[src/rtl/serial_deserializer.sv]
// serial_deserializer
//   Serial-in, parallel-out receiver. Bits are shifted into a working
//   register and counted. When a word completes it moves into a separate
//   output holding register, so the next word can be collected while the
//   previous one waits on the valid/ready handshake.
//
// Ports
//   clk       : sole clock, rising edge
//   reset     : synchronous reset, active low
//   serIn     : serial data bit
//   serValid  : serIn carries a bit this cycle
//   serReady  : receiver accepts a bit this cycle (registered state only)
//   msbFirst  : 1 = first bit lands in MSB, 0 = first bit lands in LSB
//   align     : drop the partial word and restart the bit count
//   dataOut   : assembled word
//   outValid  : dataOut holds an unconsumed word
//   outReady  : consumer accepts dataOut
module serial_deserializer #(
  parameter int BITS = 8
) (
  input  logic            clk,
  input  logic            reset,
  input  logic            serIn,
  input  logic            serValid,
  output logic            serReady,
  input  logic            msbFirst,
  input  logic            align,
  output logic [BITS-1:0] dataOut,
  output logic            outValid,
  input  logic            outReady
);

  localparam int CNT_W = (BITS > 1) ? $clog2(BITS) : 1;
  localparam logic [CNT_W-1:0] LAST = CNT_W'(BITS - 1);

  logic [BITS-1:0]  shift_reg;
  logic [BITS-1:0]  shift_base;
  logic [BITS-1:0]  shift_next;
  logic [CNT_W-1:0] bit_cnt;
  logic [CNT_W-1:0] cnt_next;
  logic             at_last;
  logic             accept;
  logic             complete;

  assign at_last  = (bit_cnt == LAST);
  // Stall only when the holding register is full and the next bit would
  // complete a word; nothing here looks at outReady, so a same-cycle
  // consume still costs one stall cycle.
  assign serReady = !(outValid && at_last);
  assign accept   = serValid && serReady;
  // align restarts the count, so a bit accepted with it is bit 0, never
  // the final bit of a word.
  assign complete = accept && at_last && !align;

  always_comb begin
    shift_base = align ? '0 : shift_reg;
    shift_next = shift_base;
    if (accept) begin
      if (msbFirst) shift_next = {shift_base[BITS-2:0], serIn};
      else          shift_next = {serIn, shift_base[BITS-1:1]};
    end
  end

  always_comb begin
    cnt_next = bit_cnt;
    if (align)       cnt_next = accept ? CNT_W'(1) : '0;
    else if (accept) cnt_next = at_last ? '0 : bit_cnt + CNT_W'(1);
  end

  always_ff @(posedge clk) begin
    if (!reset) begin
      shift_reg <= '0;
      bit_cnt   <= '0;
      dataOut   <= '0;
      outValid  <= 1'b0;
    end else begin
      shift_reg <= shift_next;
      bit_cnt   <= cnt_next;
      // A completing word wins over a consume in the same cycle.
      if (complete) begin
        dataOut  <= shift_next;
        outValid <= 1'b1;
      end else if (outValid && outReady) begin
        outValid <= 1'b0;
      end
    end
  end

endmodule

[config.mk]
export PLATFORM = sky130hd
export DESIGN_NAME = serial_deserializer
export DESIGN_NICKNAME = d
export VERILOG_FILES = /design/src/rtl/serial_deserializer.sv
export SDC_FILE = /design/constraint.sdc
export NUM_CORES = 1
export LEC_CHECK = 0
export ABC_AREA = 1
export CORE_UTILIZATION = 54
export CTS_CLUSTER_DIAMETER = 120
export DETAILED_ROUTE_END_ITERATION = 12
export PLACE_DENSITY = 0.94
export SYNTH_ARGS = -nofsm -noshare
export SYNTH_HDL_FRONTEND = slang
export SYNTH_SLANG_ARGS = --single-unit
[constraint.sdc]
create_clock -name clk -period 4.15 [get_ports clk]
set_input_delay 1.0375 -clock clk [delete_from_list [all_inputs] [get_ports clk]]
set_output_delay 1.0375 -clock clk [all_outputs]
set_load 0.05 [all_outputs]
After elaboration in Yosys (flattened, before gate mapping)

Index checks and enable logic that the tools add are counted.

Add/subtract/negate cells: 1
Equal/unequal tests: 1
Mux-type cells: 9
Reduce and logical (&&, ||, !) cells: 9

Operator list:

| kind                | count |
|---|---|
| $mux 8              | 3 |
| $mux 3              | 3 |
| $logic_and 1x1->1   | 5 |
| $reduce_bool 2->1   | 2 |
| $add 3x1->3 const B | 1 |
| $eq 3x3->1 const B  | 1 |
| $mux 1              | 3 |
| $logic_not 1->1     | 2 |

Flip-flop bits (word level): 20
Bits of input ports: 7
Word-level logic and storage cells: 24

Logic depth before layout (Yosys ltp)

Gate-level depths: netlist of run 1.

Depth in word-level cells: 7
Depth in mapped cells: 9
Mapped depth without buffers: 9

Least setup slack after synthesis of run 1

No wires, ideal clock.

Path kind: flip-flop to output port
From: register outValid
To: output serReady
Data arrival time: 1.072 ns
Required time: 3.113 ns
Setup slack: 2.040 ns
Cell stages (with the launch flop): 2
Cell sequence: dfxtp_1 -> nand2_1

Word-level cells in the longest chain between the ends: 2

Ends and longest elaborated chain:

| item                   | line | source |
|---|---|---|
| from (decl)            | 29   | `output logic outValid,` |
| from (signal assigned) | 75   | `outValid <= 1'b0;` |
| from (signal assigned) | 82   | `outValid <= 1'b1;` |
| from (signal assigned) | 84   | `outValid <= 1'b0;` |
| $logic_and 1x1->1      | 49   | `assign serReady = !(outValid && at_last);` |
| $logic_not 1->1        | 49   |  |
| to (decl)              | 25   | `output logic serReady,` |

No other way between the ends.

Final worst setup path of run 1

From: register bit_cnt[0]
To: output serReady

Word-level cells in the longest chain between the ends: 3

Ends and longest elaborated chain:

| item                   | line | source |
|---|---|---|
| from (decl)            | 39   | `logic [CNT_W-1:0] bit_cnt;` |
| from (signal assigned) | 78   | `bit_cnt <= cnt_next;` |
| $eq 3x3->1             | 45   | `assign at_last = (bit_cnt == LAST);` |
| $logic_and 1x1->1      | 49   |  |
| $logic_not 1->1        | 49   |  |

No other way between the ends.

==> flow_results.org, run 1 <==
** Clocking
- Clock slew at reported path FFs :: around 0.11 ns
- In this run, post-CTS repair resized a total of 0 instances.
- TritonCTS built the clock tree.
- CTS built an H-tree with a depth of 1.
- No sink is reached through more buffers than the 2 on the longest clock path.
- Clock latency on the worst-skew pair, taken at its later pin, is roughly 0.30 ns.
- Library cell used as clock root buffer :: clkbuf_4
- Quantity of hold-fixing buffers added after cts :: 0
- Buffers added to address setup during post-CTS repair amount to 0.
- TritonCTS created 3 clock buffers.
- Number of clock sinks :: 20

** Floorplan
- Number of placement rows :: 14
- Die outline area :: 1945 sq um
- The initial utilization of the core area, before any placement, comes to slightly above 60%.
- Width of the die :: 44.10 um
- Num ports :: 17
- The core region is approximately 1600 sq um.
- Chip height :: 44.10 um

** Timing
- Dividing the final minimum period by the clock period gives between 70% and 80%.
- Count of pins over their slew limit :: 0
- Final hold viol count :: 0
- After layout, the worst setup slack is between 1 and 1.5 ns.
- After routing, the total negative slack on setup checks comes to 0 ns.
- Number of setup violations in the final report :: 0
- Hold WS :: between 0.4 and 0.5 ns
- Worst slew pin tran :: 0.6224 ns
- The worst path needs about 3 ns of the cycle, external delays included.
- Derived from the worst setup path, the maximum achievable clock frequency is ~0.33 GHz.
- Setup repair after global routing left no endpoint under its margin.
- Worst clock skew on the final layout :: 0.001948 ns
- In this run the tightest slew margin relative to its limit is slightly below 60%.

** Setup path
- Crit path max fanout :: 4
- Cell seen most often among critical-path stages :: ha_1
- Broken down by cell family, the worst path's largest delay share belongs to buffers and inverters.
- Walking the worst path, the cells encountered are ha_1 > ha_1 > nand2_1 > clkdlybuf4s50_1.
- CP Launch Type :: register
- The slowest stage of the critical path belongs to the cell clkdlybuf4s50_1.
- Data on the critical path is required at its endpoint by approximately 3.1 ns.
- The critical path is of the register to primary output type.
- The number of buffers and inverters on the critical path is 1.
- Data arrives at the worst endpoint at between 1.5 and 2 ns.
- Kind of capture point of the worst setup path :: primary output
- For this run, the slowest stage of the critical path takes approximately 0.81 ns.

** Route
- Violation count after the first detailed-route iteration :: 38
- In this run the remaining antenna-violating nets after routing total 0.
- Using the TritonRoute via totals, the vias-per-cell ratio works out to between 5 and 6.
- Drt total wl :: around 2100 um
- Dividing the detail-routed wire length by the instance count gives 12.14 um.
- Residual DRC count :: 0
- For this run, the detailed router's first-pass iteration total came to 6.
- For this block, the via count after detailed routing is between 900 and 1000.

** Place
- The congestion estimate from routability-driven global placement came to 0.7840.
- Cells after DPL :: 169
- At the placement stage, the worst setup path has a slack of approximately 1.3 ns.
- Summing all placed instances gives a cell area of ~1100 sq um.
- DP Wirelength :: 1536 um
- Count of input and output buffers :: 16

** Final layout
- Layout filler cell count :: 132
- Multi-input gate area in the final layout :: 446.7 sq um
- Number of inserted diodes :: 0
- Summing all flip-flop and latch instances after layout gives ~400 sq um.
- Measured on the finished design, the core utilization comes to between 70% and 80%.
- Non-filler instance count after layout :: approximately 170
- The finished cells cover 1142 sq um.
- Leaving out fill and tap cells, the most frequent cell in the layout is nand2_1.
- Signed area change from the synthesized netlist to the final layout :: 19.35%
- In the layout the commonest cells are 35 x nand2_1, 31 x nand3_1, 20 x dfxtp_1, 19 x inv_1, 18 x a21oi_1.
- Cells with a size suffix above 1 make up under 10% of the layout.
- Fin nets :: approximately 170

** Worst hold path
- Kind of path behind the tightest hold check :: register to register

** Pwr
- Summed over all nets, the switching power comes to about 0.076 mW.
- The clock network burns between 30% and 40% of the power.
- The analysis attributes to cell leakage a power of 0.5010 nW.
- Power Dens Cells :: roughly 290 nW/um^2
- Maximum vdd drop :: ~0.00022 V
- Of the total power, the share spent switching nets is 22.91%.
- Combinational cells account for between 7 and 8% of the total power.
- The internal power of the cells totals approximately 0.26 mW.
- Sequential cells account for between 50 and 60% of the total power.
- Power after layout :: 0.3320 mW

** Synth
- The synthesized netlist contains 15 unique library cells.
- Share of the synthesized area in the top cell type :: 41.83%
- Synth warn :: 0
- Synthesis produced a netlist with a net count of 151.
- A synthesized cell averages a little under 7 sq um.
- Post-synthesis cell type with the largest combined area :: dfxtp_1
- Synthesized flop and latch total :: 20
- Of the synthesized area, sequential elements account for between 40% and 50%.
- Post-synthesis instance area :: 957.2 sq um
- By area the synthesized netlist is led by dfxtp_1 42%, nand3_1 16%, nand2_1 14%.
- Synthesis handed over a netlist of 142 instances.

** GRT
- The number of antenna violations at the first check in global routing is 0.
- Entering global routing, the biggest net connects 25 pins.
- Remaining Overflow, GRT :: 0
- Total GRT Usage :: about a quarter
- Vias in the first global route :: around 800
- The first global-routing pass estimated between 3000 and 4000 um of wire.

** Run status
- Outcome :: completed

** Run
- The tool flagged a number of max-cap violations equal to 0.
[synth_stat cells]
library cell,count
nand3_1,31
or2_2,1
clkbuf_1,1
dfxtp_1,20
inv_2,1
nor2_1,7
buf_4,3
nand2_1,35
clkinv_1,1
inv_1,19
buf_2,1
ha_1,2
nand4_1,1
nor2_2,1
a21oi_1,18
[layout make-up]
class / count / area share [%]
inverters: 21 / 6.900
multi-input cells: 96 / 39.10
repair buffers: 16 / 14.02
clock buffers: 4 / 3.176
flip-flops and latches: 20 / 35.05
well taps: 16 / 1.752
[per-layer routing]
layer,routed length [um],share of wire (%),global-route usage [%]
met1,961,46,35.88
met2,973,46,35.00
met3,127,6.0,4.082
met4,38,1.8,11.52
met5,0,0,0
[kinds of logic after synthesis]
family	after synthesis	synth area share (%)
compound gates	18	9.412
fa+ha+maj	2	2.614
buf+inv	26	11.50
flops	20	41.83
simple gates	76	34.64
[worst register-to-register path, cell delays in order (launching register included)]
cell and delay (ns):
dfxtp_1 0.38, ha_1 0.16, ha_1 0.20, nand2_1 0.09, nand2_1 0.29, inv_2 0.15, nor2_1 0.19, nand2_1 0.08
a21oi_1 0.12
[path summary, 6_finish.rpt]
path / start / cells after the start / slack (ns) / endpoint
hold / removal: bit_cnt[2] / 2 / 0.48 / bit_cnt[2]
hold reg to reg: bit_cnt[2] / 2 / 0.48 / bit_cnt[2]
setup / recovery: bit_cnt[0] / 4 / 1.14 / serReady
setup reg to reg: bit_cnt[0] / 8 / 2.40 / bit_cnt[2]
[power by group through the flow]
stage / combinational [mW] / clock, mW / sequential [mW]
2_1_floorplan: 0.0168 / 0 / 0.199
3_3_place_gp: 0.0236 / 0 / 0.199
3_5_place_dp: 0.0244 / 0 / 0.199
4_1_cts: 0.0247 / 0.114 / 0.195
5_1_grt: 0.0281 / 0.128 / 0.195
6_report: 0.0250 / 0.112 / 0.195
(Power assumes the default switching activity.)
==> run 2: changes to the inputs <==
CORE_UTILIZATION = 50   (was 54)
PLACE_DENSITY = 0.88   (was 0.94)
clock period = 3.1 ns   (was 4.15 ns; I/O delays follow)
==> run 2 against run 1 <==
Net effect:
- cell area rose by 1.6%
- sequential share of layout area shrank 0.57 points
- power up 35%
- global-route usage shrank 0.68 points
- routed wire length grew 0.90%
- first-iteration DRC count decreased by 16%
- cell count rose by 5.8%
- register-to-register slack worse by 0.99 ns
- clock power is 38% higher
- critical path depth stayed put
- flip-flop and latch count is the same
- critical path type unchanged
- critical endpoint unchanged
- largest power group unchanged
==> flow_results.org, run 2 (synthesis results as in run 1) <==
** Run status
- Outcome: completed (unchanged).

** Place
- The number of buffer cells added on primary ports came to 16 (unchanged).
- DP Wirelength :: 1505 um (was 1536 um)
- The worst slack at placement is 0.7047 ns (was 1.318 ns).
- The cell area after placement came to 1125 sq um (was 1106 sq um).
- Cells after DPL :: 179 (was 169)
- Final weighted congestion of routability-driven global placement :: 0.7581 (was 0.7840)

** Final layout
- The cell area after layout was 1161 sq um (was 1142 sq um).
- The area added between synthesis and finish was 21.31% (was 19.35%).
- Most frequent cells in the layout: 35 x nand2_1, 31 x nand3_1, 20 x dfxtp_1, 19 x inv_1, 18 x a21oi_1 (unchanged).
- The number of antenna cells inserted was 0 (unchanged).
- Fin nets :: 168 (was 167)
- Final design utilization :: 65.82% (was 72.46%)
- The number of non-filler instances in the completed layout is 183 (was 173).
- Share of final-layout standard cells stronger than drive strength 1 :: 5.063% (was 4.459%)
- Most common cell after layout, fill and taps aside :: nand2_1 (unchanged)

** Timing
- Count of pins over their slew limit :: 0 (unchanged)
- Highest clock frequency the design can meet :: 0.3639 GHz
- The number of endpoints with negative hold slack in the final report is 0 (unchanged).
- The minimum setup slack in the final design was 0.3522 ns (was 1.137 ns).
- The worst clock skew came to 0.0009059 ns (was 0.001948 ns).
- The total of endpoints with negative setup slack in the final report is 0 (unchanged).
- Counting I/O delays and the setup requirement, the final critical path takes around 2.7 ns.
- Rel. slew slack :: 65.67% (was 58.46%)
- RSZ-0062 raised after global routing :: false (unchanged)
- The total negative slack for setup checks was 0 ns (unchanged).
- Share of the clock period used by the worst path :: between 80% and 90%
- Hold WS :: 0.4791 ns (was 0.4849 ns)
- Worst slew pin tran :: 0.5133 ns (was 0.6224 ns)

** Clocking
- The count of hold-fix buffers inserted at cts came to 0 (unchanged).
- Post CTS Setup Buffer Count :: 0 (unchanged)
- The clock tree root buffer cell is clkbuf_4 (unchanged).
- The number of buffers on the longest clock path was 2 (unchanged).
- Number of clock sinks :: 20 (unchanged)
- Number of buffers added by the clock tree synthesis step :: 3 (unchanged)
- The TritonCTS clock tree is done (unchanged).
- The number of H-tree branching levels is 1 (unchanged).
- Clock latency reported for the late side of the worst-skew pair :: 0.31 ns (was 0.30 ns)
- Post-CTS resize count :: 0 (unchanged)
- Clock slew at reported path FFs :: 0.11 ns (about the same)

** Pwr
- Power Dens Cells :: 387.1 nW/um^2 (was 290.6 nW/um^2)
- Static Leak :: 0.5058 nW (was 0.5010 nW)
- The part of the power in registers was 58.0% (was 58.7%).
- The switching power as a share of total power came to 23.51% (was 22.91%).
- Combinational Power Share :: 7.6% (was 7.5%)
- The total internal power came to 0.3438 mW (was 0.2560 mW).
- Power after layout :: 0.4494 mW (was 0.3320 mW)
- Relative contribution of the clock network to total power :: 34.4% (was 33.7%)
- Switching Power :: 0.1057 mW (was 0.07605 mW)
- Maximum vdd drop :: 0.0003199 V (was 0.0002229 V)

** Route
- Post-Route M1 WL :: 959 um (was 961 um)
- Wire length on met3 :: 99 um (was 127 um)
- Detail-routed via count per cell :: 5.126 (was 5.526)
- Number of search-and-repair iterations in the first detailed-routing pass :: 4 (was 6)
- Residual antenna-violating net count after detailed routing :: 0 (unchanged)
- Highest metal used :: met4 (unchanged)
- The post-route DRC violation count came to 0 (unchanged).
- Overall via count from detail_route :: 938 (was 956)
- The detailed-routed wire length on met2 came to 1018 um (was 973 um).
- Drt total wl :: 2120 um (was 2101 um)
- The DRC violation total after the first TritonRoute iteration is 32 (was 38).
- DR WL/cell :: 11.58 um (was 12.14 um)

** Setup path
- WP buf/inv :: 1 (unchanged)
- Slowest cell on the critical path :: clkdlybuf4s50_1 (unchanged)
- Crit path required time :: 2.32 ns (was 3.11 ns)
- Cell class contributing the biggest share of worst-path delay :: buffers and inverters (unchanged)
- The startpoint type of the worst setup path is a register (unchanged).
- The critical setup path kind is register to primary output (unchanged).
- The worst stage delay on the critical path was 0.81 ns (about the same).
- Cell chain of the critical path: ha_1 > ha_1 > nand2_1 > clkdlybuf4s50_1 (unchanged).
- The top fanout value on the critical path was 4 (unchanged).
- The cell occurring most often along the worst timing path was ha_1 (unchanged).
- Arrival time at the worst endpoint :: 1.97 ns (was 1.98 ns)
- Kind of capture point of the worst setup path :: primary output (unchanged)

** Floorplan
- Effective utilization at floorplan :: 54.26% (was 60.71%)
- Die outline area :: 2094 sq um (was 1945 sq um)
- The standard-cell row count came to 15 (was 14).
- The die height is 45.76 um (was 44.10 um).
- The boundary pin count was 17 (unchanged).
- The core area came to 1764 sq um (was 1577 sq um).
- Width of the die :: 45.76 um (was 44.10 um)

** Run
- The reported max-cap violation count was 0 (unchanged).

** GRT
- The leftover overflow at the end of global routing is 0 (unchanged).
- Vias in the first global route :: 884 (was 804)
- The largest net degree at the start of global routing came to 23 (was 25).
- The overall fraction of global-route tracks in use came to 23.85% (was 24.53%).
- The global-route wire length before repair is 3553 um (was 3546 um).
- The number of antenna violations at the first check in global routing is 0 (unchanged).

** Worst hold path
- The worst hold path class is register to register (unchanged).
==> run 2: cell count changes in the layout (fill, tap and decap cells not counted), sizes merged <==
cell  before  now
buf        0    1
==> run 2: area by class of cell <==
type	count	area, sq um
Clock buffer	4	36.28
Fill cell	178	603.1
Inverter	21	78.83
Multi-Input combinational cell	96	446.7
Sequential cell	20	400.4
Tap cell	25	31.28
Timing Repair Buffer	17	167.7
==> run 2: worst paths after layout <==
path	depth (start not counted)	end	startpoint	slack, ns
worst max-delay path	4	serReady	bit_cnt[0]	0.35
worst min-delay path	2	bit_cnt[1]	bit_cnt[1]	0.48
worst max register to register	9	dataOut[0]	bit_cnt[0]	1.41
worst min register to register	2	bit_cnt[1]	bit_cnt[1]	0.48
==> run 2: power by group through the flow <==
stage / clock network [mW] / registers [mW] / logic (mW)
after CTS: 0.157 / 0.261 / 0.0338
after global routing: 0.167 / 0.261 / 0.0379
after floorplan: 0 / 0.266 / 0.0225
after global placement: 0 / 0.266 / 0.0329
final: 0.155 / 0.261 / 0.0340
after detailed placement: 0 / 0.267 / 0.0335
==> run 2: worst min-delay path, stage by stage, from the launching register on <==
cell     delay, ns
dfxtp_1       0.33
nand2_1       0.06
a21oi_1       0.05
==> run 2: per-layer routing <==
| layer | GRT usage [%] | vias to the layer above |
|---|---|---|
| met5 | 0 | - |
| met4 | 10.59 | 0 |
| met3 | 6.746 | 5 |
| met2 | 40.57 | 24 |
| met1 | 27.63 | 422 |
| li1 | - | 487 |
